[src/rtl/conv_pkg.sv]
// Shared constants and state encoding for the convolution datapath.
// Used by the row scheduler, RF selector and MAC array.
package conv_pkg;

    localparam int ROW_IDX_W    = 6;
    localparam int CONV_H       = 48;
    localparam int CONV_W       = 48;
    localparam int CONV_F       = 5;
    localparam int CONV_SETTLE  = 2;
    localparam int CONV_TIMEOUT = 1024;

    typedef enum logic [2:0] {
        S_IDLE   = 3'd0,
        S_SETTLE = 3'd1,
        S_LOAD   = 3'd2,
        S_CONV   = 3'd3,
        S_EMIT   = 3'd4,
        S_FINISH = 3'd5
    } conv_sched_state_t;

endpackage

[src/rtl/conv_settle_timer.sv]
// Loadable down-counter with zero flag.
// Times the selector settle window and, optionally, the MAC timeout.
module conv_settle_timer #(
    parameter int WIDTH = 4
) (
    input  logic             clk,
    input  logic             rst_n,
    input  logic             i_load,
    input  logic [WIDTH-1:0] i_load_val,
    input  logic             i_en,
    output logic             o_zero
);

    logic [WIDTH-1:0] r_cnt;

    // Load has priority; decrement stops at zero.
    always_ff @(posedge clk or negedge rst_n) begin
        if (!rst_n) begin
            r_cnt <= '0;
        end else if (i_load) begin
            r_cnt <= i_load_val;
        end else if (i_en && (r_cnt != '0)) begin
            r_cnt <= r_cnt - 1'b1;
        end
    end

    assign o_zero = (r_cnt == '0);

endmodule

[src/rtl/conv_row_scheduler.sv]
// Row-by-row sequencer for one convolution layer.
// Optional MAC watchdog: define CONV_TIMEOUT_EN.
module conv_row_scheduler
    import conv_pkg::*;
#(
    parameter int H       = CONV_H,
    parameter int W       = CONV_W,
    parameter int F       = CONV_F,
    parameter int SETTLE  = CONV_SETTLE,
    parameter int TIMEOUT = CONV_TIMEOUT
) (
    input  logic                 clk,
    input  logic                 rst_n,
    input  logic                 start,
    output logic                 busy,
    output logic                 done,
    output logic [ROW_IDX_W-1:0] row_number,
    output logic                 rf_load,
    output logic                 conv_start,
    input  logic                 conv_done,
    output logic                 out_valid,
    input  logic                 out_ready,
    output logic [ROW_IDX_W-1:0] out_row
`ifdef CONV_TIMEOUT_EN
    ,
    output logic                 timeout_err
`endif
);

    localparam int OUT_W = W - F + 1;
    localparam logic [ROW_IDX_W-1:0] LAST_ROW = ROW_IDX_W'(H - F);
`ifdef CONV_TIMEOUT_EN
    localparam int TMR_W = ($clog2(TIMEOUT) + 1 > 4) ? $clog2(TIMEOUT) + 1 : 4;
`else
    localparam int TMR_W = 4;
`endif

    if ((H - F + 1) > (1 << ROW_IDX_W) || (H - F + 1) < 1 || OUT_W < 1 ||
        SETTLE < 1 || SETTLE > 15 || TIMEOUT < 1) begin : g_param_err
        $error("conv_row_scheduler: illegal H/W/F/SETTLE/TIMEOUT");
    end

    conv_sched_state_t     r_state;
    logic [ROW_IDX_W-1:0]  r_row;
    logic                  r_busy;
    logic                  r_done;
    logic                  r_rf_load;
    logic                  r_conv_start;
    logic                  r_out_valid;
`ifdef CONV_TIMEOUT_EN
    logic                  r_timeout_err;
`endif

    logic                  w_tmr_load;
    logic                  w_tmr_en;
    logic                  w_tmr_zero;
    logic [TMR_W-1:0]      w_tmr_val;

    // Timer reload at each window start; counts down in SETTLE (and CONV).
    always_comb begin
        w_tmr_load = 1'b0;
        w_tmr_en   = 1'b0;
        w_tmr_val  = TMR_W'(SETTLE - 1);
        unique case (r_state)
            S_IDLE:   w_tmr_load = start;
            S_SETTLE: w_tmr_en   = 1'b1;
            S_EMIT:   w_tmr_load = out_ready && (r_row != LAST_ROW);
`ifdef CONV_TIMEOUT_EN
            S_LOAD: begin
                w_tmr_load = 1'b1;
                w_tmr_val  = TMR_W'(TIMEOUT - 1);
            end
            S_CONV:   w_tmr_en   = 1'b1;
`endif
            default: ;
        endcase
    end

    conv_settle_timer #(
        .WIDTH(TMR_W)
    ) u_timer (
        .clk       (clk),
        .rst_n     (rst_n),
        .i_load    (w_tmr_load),
        .i_load_val(w_tmr_val),
        .i_en      (w_tmr_en),
        .o_zero    (w_tmr_zero)
    );

    // Sequencer with registered strobes; conv_start marks the first CONV cycle.
    always_ff @(posedge clk or negedge rst_n) begin
        if (!rst_n) begin
            r_state       <= S_IDLE;
            r_row         <= '0;
            r_busy        <= 1'b0;
            r_done        <= 1'b0;
            r_rf_load     <= 1'b0;
            r_conv_start  <= 1'b0;
            r_out_valid   <= 1'b0;
`ifdef CONV_TIMEOUT_EN
            r_timeout_err <= 1'b0;
`endif
        end else begin
            r_done       <= 1'b0;
            r_rf_load    <= 1'b0;
            r_conv_start <= 1'b0;
            unique case (r_state)
                S_IDLE: begin
                    if (start) begin
                        r_state       <= S_SETTLE;
                        r_row         <= '0;
                        r_busy        <= 1'b1;
`ifdef CONV_TIMEOUT_EN
                        r_timeout_err <= 1'b0;
`endif
                    end
                end
                S_SETTLE: begin
                    if (w_tmr_zero) begin
                        r_state   <= S_LOAD;
                        r_rf_load <= 1'b1;
                    end
                end
                S_LOAD: begin
                    r_state      <= S_CONV;
                    r_conv_start <= 1'b1;
                end
                S_CONV: begin
                    if (!r_conv_start && conv_done) begin
                        r_state     <= S_EMIT;
                        r_out_valid <= 1'b1;
                    end
`ifdef CONV_TIMEOUT_EN
                    else if (w_tmr_zero) begin
                        r_state       <= S_FINISH;
                        r_done        <= 1'b1;
                        r_timeout_err <= 1'b1;
                    end
`endif
                end
                S_EMIT: begin
                    if (out_ready) begin
                        r_out_valid <= 1'b0;
                        if (r_row == LAST_ROW) begin
                            r_state <= S_FINISH;
                            r_done  <= 1'b1;
                        end else begin
                            r_state <= S_SETTLE;
                            r_row   <= r_row + 1'b1;
                        end
                    end
                end
                S_FINISH: begin
                    r_state <= S_IDLE;
                    r_busy  <= 1'b0;
                end
                default: r_state <= S_IDLE;
            endcase
        end
    end

    assign busy        = r_busy;
    assign done        = r_done;
    assign row_number  = r_row;
    assign out_row     = r_row;
    assign rf_load     = r_rf_load;
    assign conv_start  = r_conv_start;
    assign out_valid   = r_out_valid;
`ifdef CONV_TIMEOUT_EN
    assign timeout_err = r_timeout_err;
`endif

endmodule

[config.mk]
export PLATFORM = sky130hd
export DESIGN_NAME = conv_row_scheduler
export DESIGN_NICKNAME = d
export VERILOG_FILES = /design/src/rtl/conv_pkg.sv /design/src/rtl/conv_settle_timer.sv /design/src/rtl/conv_row_scheduler.sv
export SDC_FILE = /design/constraint.sdc
export NUM_CORES = 1
export LEC_CHECK = 0
export ABC_AREA = 1
export CAP_MARGIN = 20
export CORE_UTILIZATION = 35
export CTS_CLUSTER_DIAMETER = 50
export DETAILED_ROUTE_END_ITERATION = 12
export MAX_ROUTING_LAYER = met4
export PLACE_DENSITY = 0.62
export RECOVER_POWER = 50
export SLEW_MARGIN = 20
export SYNTH_ARGS = -nofsm -noshare
export SYNTH_HDL_FRONTEND = slang
export SYNTH_SLANG_ARGS = --single-unit
[constraint.sdc]
create_clock -name clk -period 2.48 [get_ports clk]
set_clock_uncertainty 0.2 [all_clocks]
set_input_delay 0.248 -clock clk [delete_from_list [all_inputs] [get_ports clk]]
set_output_delay 0.248 -clock clk [all_outputs]
set_load 0.05 [all_outputs]
==> flow_metrics.tcl <==
set metrics [dict create \
    p_leak_nw 0.585 \
    grt_pass1_wl_um 3240 \
    cp-end-kind "output port" \
    area_growth_pct 18.8 \
    drt_wl_total_um 1890 \
    hold_path.class "primary input to async pin" \
    path_clk_slew_ns 0.09 \
    viasPerCell 4.75 \
    first_global_vias 782 \
    crit_fanout 8 \
    final_cell_mix "nand2_1 (33), clkdlybuf4s50_1 (20), dfrtp_1 (18)" \
    n_fill_cell 278 \
    io_pins 22 \
    hold_viol 0 \
    finalCriticalPeriod_ns 2.08 \
    root_buffer "clkbuf_4" \
    peakVddDrop_uv 626 \
    io_buffers 21 \
    cp-start-kind "flip-flop" \
    hpwlAfterDp_um 1490 \
    holdWs_ns 0.299 \
    drc 0 \
    cts_made_buffers 3 \
    setup_viol 0 \
    cts_tree "yes" \
    vias 831 \
    rows 19 \
    r2r_start "r_state[0]" \
    rsz0062_at_grt "false" \
    die_area_um2 3160 \
    required_ns 2.03 \
    rr_endpoint "out_row[0]" \
    ctsResizeCount 0 \
    final_antenna_net_count 0 \
    crit_chain "clkdlybuf4s50_1" \
    cts_setup_buffers 0 \
    die_height_um 56.2 \
    wl_per_cell_um 10.8 \
    slowest_delay_ns 0.85 \
    maxCapViolations 0 \
    crit_type "flip-flop to output port" \
    cp.arrival_ns 1.63 \
    clockBufferDepth 2 \
    synth_nets 135 \
    setup_tns_ns 0 \
    yosysUniqueCellTypes 23 \
    cts.sinks 18 \
    nets 153 \
    yosysSeqAreaShare_pct 43.8 \
    fp.dieW_um 56.2 \
    n_antenna_cell 0 \
    max_freq_mhz 481 \
    cts_hold_buf 0 \
    worst_r2r_path_depth 4 \
    synthCells 128 \
    powerDensity_nw_per_um2 986 \
    maxSlewHeadroom_pct 44.8 \
    crit_buf_inv 1 \
    gp_congestion 0.840 \
    grt_max_degree 19 \
    outcome "completed" \
    clkLatencyLatePin_ns 0.28 \
    drive_above_1_share_pct 8.33 \
    h-tree-depth 1 \
    critical-path-top-delay-family "buffers and inverters" \
    coreArea_um2 2760 \
    rrSetupSlack_ns 0.75 \
    worst-slew-pin-transition_ns 0.826 \
    cp_slowest_cell "clkdlybuf4s50_1" \
    avgSynthCellArea_um2 8.03 \
    yosysWarnings 0 \
    syn_area_um2 1030 \
    drv_slew 0 \
    grt.total_usage_pct 13.7 \
    initial_core_util_pct 37.3 \
    grt-ovfl-total 0 \
    first_pass_iters 4 \
    layout_commonest_cell "nand2_1" \
    synth_seq_cells 18 \
    antenna_found_initial 0 \
    first_iter_violations 35 \
    period_share_pct 83.8 \
]
-- worst max-delay path by stage --
stage | start | to | slack (ns) | cells past startpoint
final | out_row[2] | row_number[2] | 0.40 | 1
after CTS | out_row[2] | row_number[2] | 0.39 | 1
after detailed placement | out_row[2] | row_number[2] | 0.72 | 1
after global placement | out_row[3] | row_number[3] | 0.75 | 1
after floorplan | out_row[1] | out_row[2] | 0.59 | 8
after global routing | out_row[2] | row_number[2] | 0.31 | 1
-- kinds of logic after synthesis --
family	Yosys count	synth area share [%]
adder cells (fa/ha/maj)	2	2.44
XOR/XNOR	4	3.41
flip-flops	18	43.8
AND/OR/NAND/NOR	65	29.7
AO/OA/AOI/OAI	14	8.16
buffers and inverters	25	12.4
-- cell type report --
cell class	instances	area [um2]	share of cell area, %
Multi-Input combinational cell	85	434	35.6
Inverter	17	63.8	5.23
Sequential cell	18	450	36.9
Tap cell	31	38.8	3.18
Clock buffer	3	22.5	1.85
Timing Repair Buffer	21	210	17.2
-- flip-flops by register name, indices dropped and copies added (netlist names) --
signal and flops:
conv_start 1, done 1, rf_load 1, busy 1, u_timer.r_cnt 4, out_valid 1, out_row 6, r_state 3
-- routing by layer --
layer / GRT usage, % / wire (um) / up-vias
met4: 6.27 / 20 / 0
met5: - / 0 / -
met2: 20.1 / 909 / 15
li1: - / - / 434
met1: 16.3 / 891 / 380
met3: 5.81 / 69 / 2
-- cells in the mapped netlist --
cell	instances	area, um2
nor2_2	1	6.26
o21ai_0	7	35.0
inv_2	1	3.75
nand3_1	11	55.1
o21bai_1	2	15.0
nand2_4	1	11.3
nand2_1	32	120
nor2_1	9	33.8
buf_6	1	11.3
dfrtp_1	18	450
nand3_2	1	10.0
inv_1	16	60.1
o21ai_1	2	10.0
xor2_1	4	35.0
a22o_1	1	8.76
nand2_2	4	25.0
or2_1	1	6.26
a31oi_1	1	6.26
buf_4	7	52.6
o21ai_2	1	8.76
ha_1	2	25.0
nor2_4	2	22.5
nor3_1	3	15.0
-- through the flow --
step	total power [mW]	util, %	instances	cell area, um2	worst slack [ns]
after floorplan	0.970	-	128	1030	0.590
after global placement	1.09	44.0	172	1210	0.751
after detailed placement	1.11	44.0	172	1210	0.724
after CTS	1.25	44.8	175	1230	0.387
after global routing	1.30	44.2	175	1220	0.309
final	1.20	44.2	175	1220	0.402
-- power breakdown --
part	total, mW	leakage, nW	internal, mW	switching, mW
clock	0.138	0.0138	0.0564	0.0818
sequential	0.453	0.232	0.374	0.0783
combinational	0.612	0.339	0.203	0.409
total	1.20	0.585	0.634	0.569
Power figures use the tool's default switching activity.
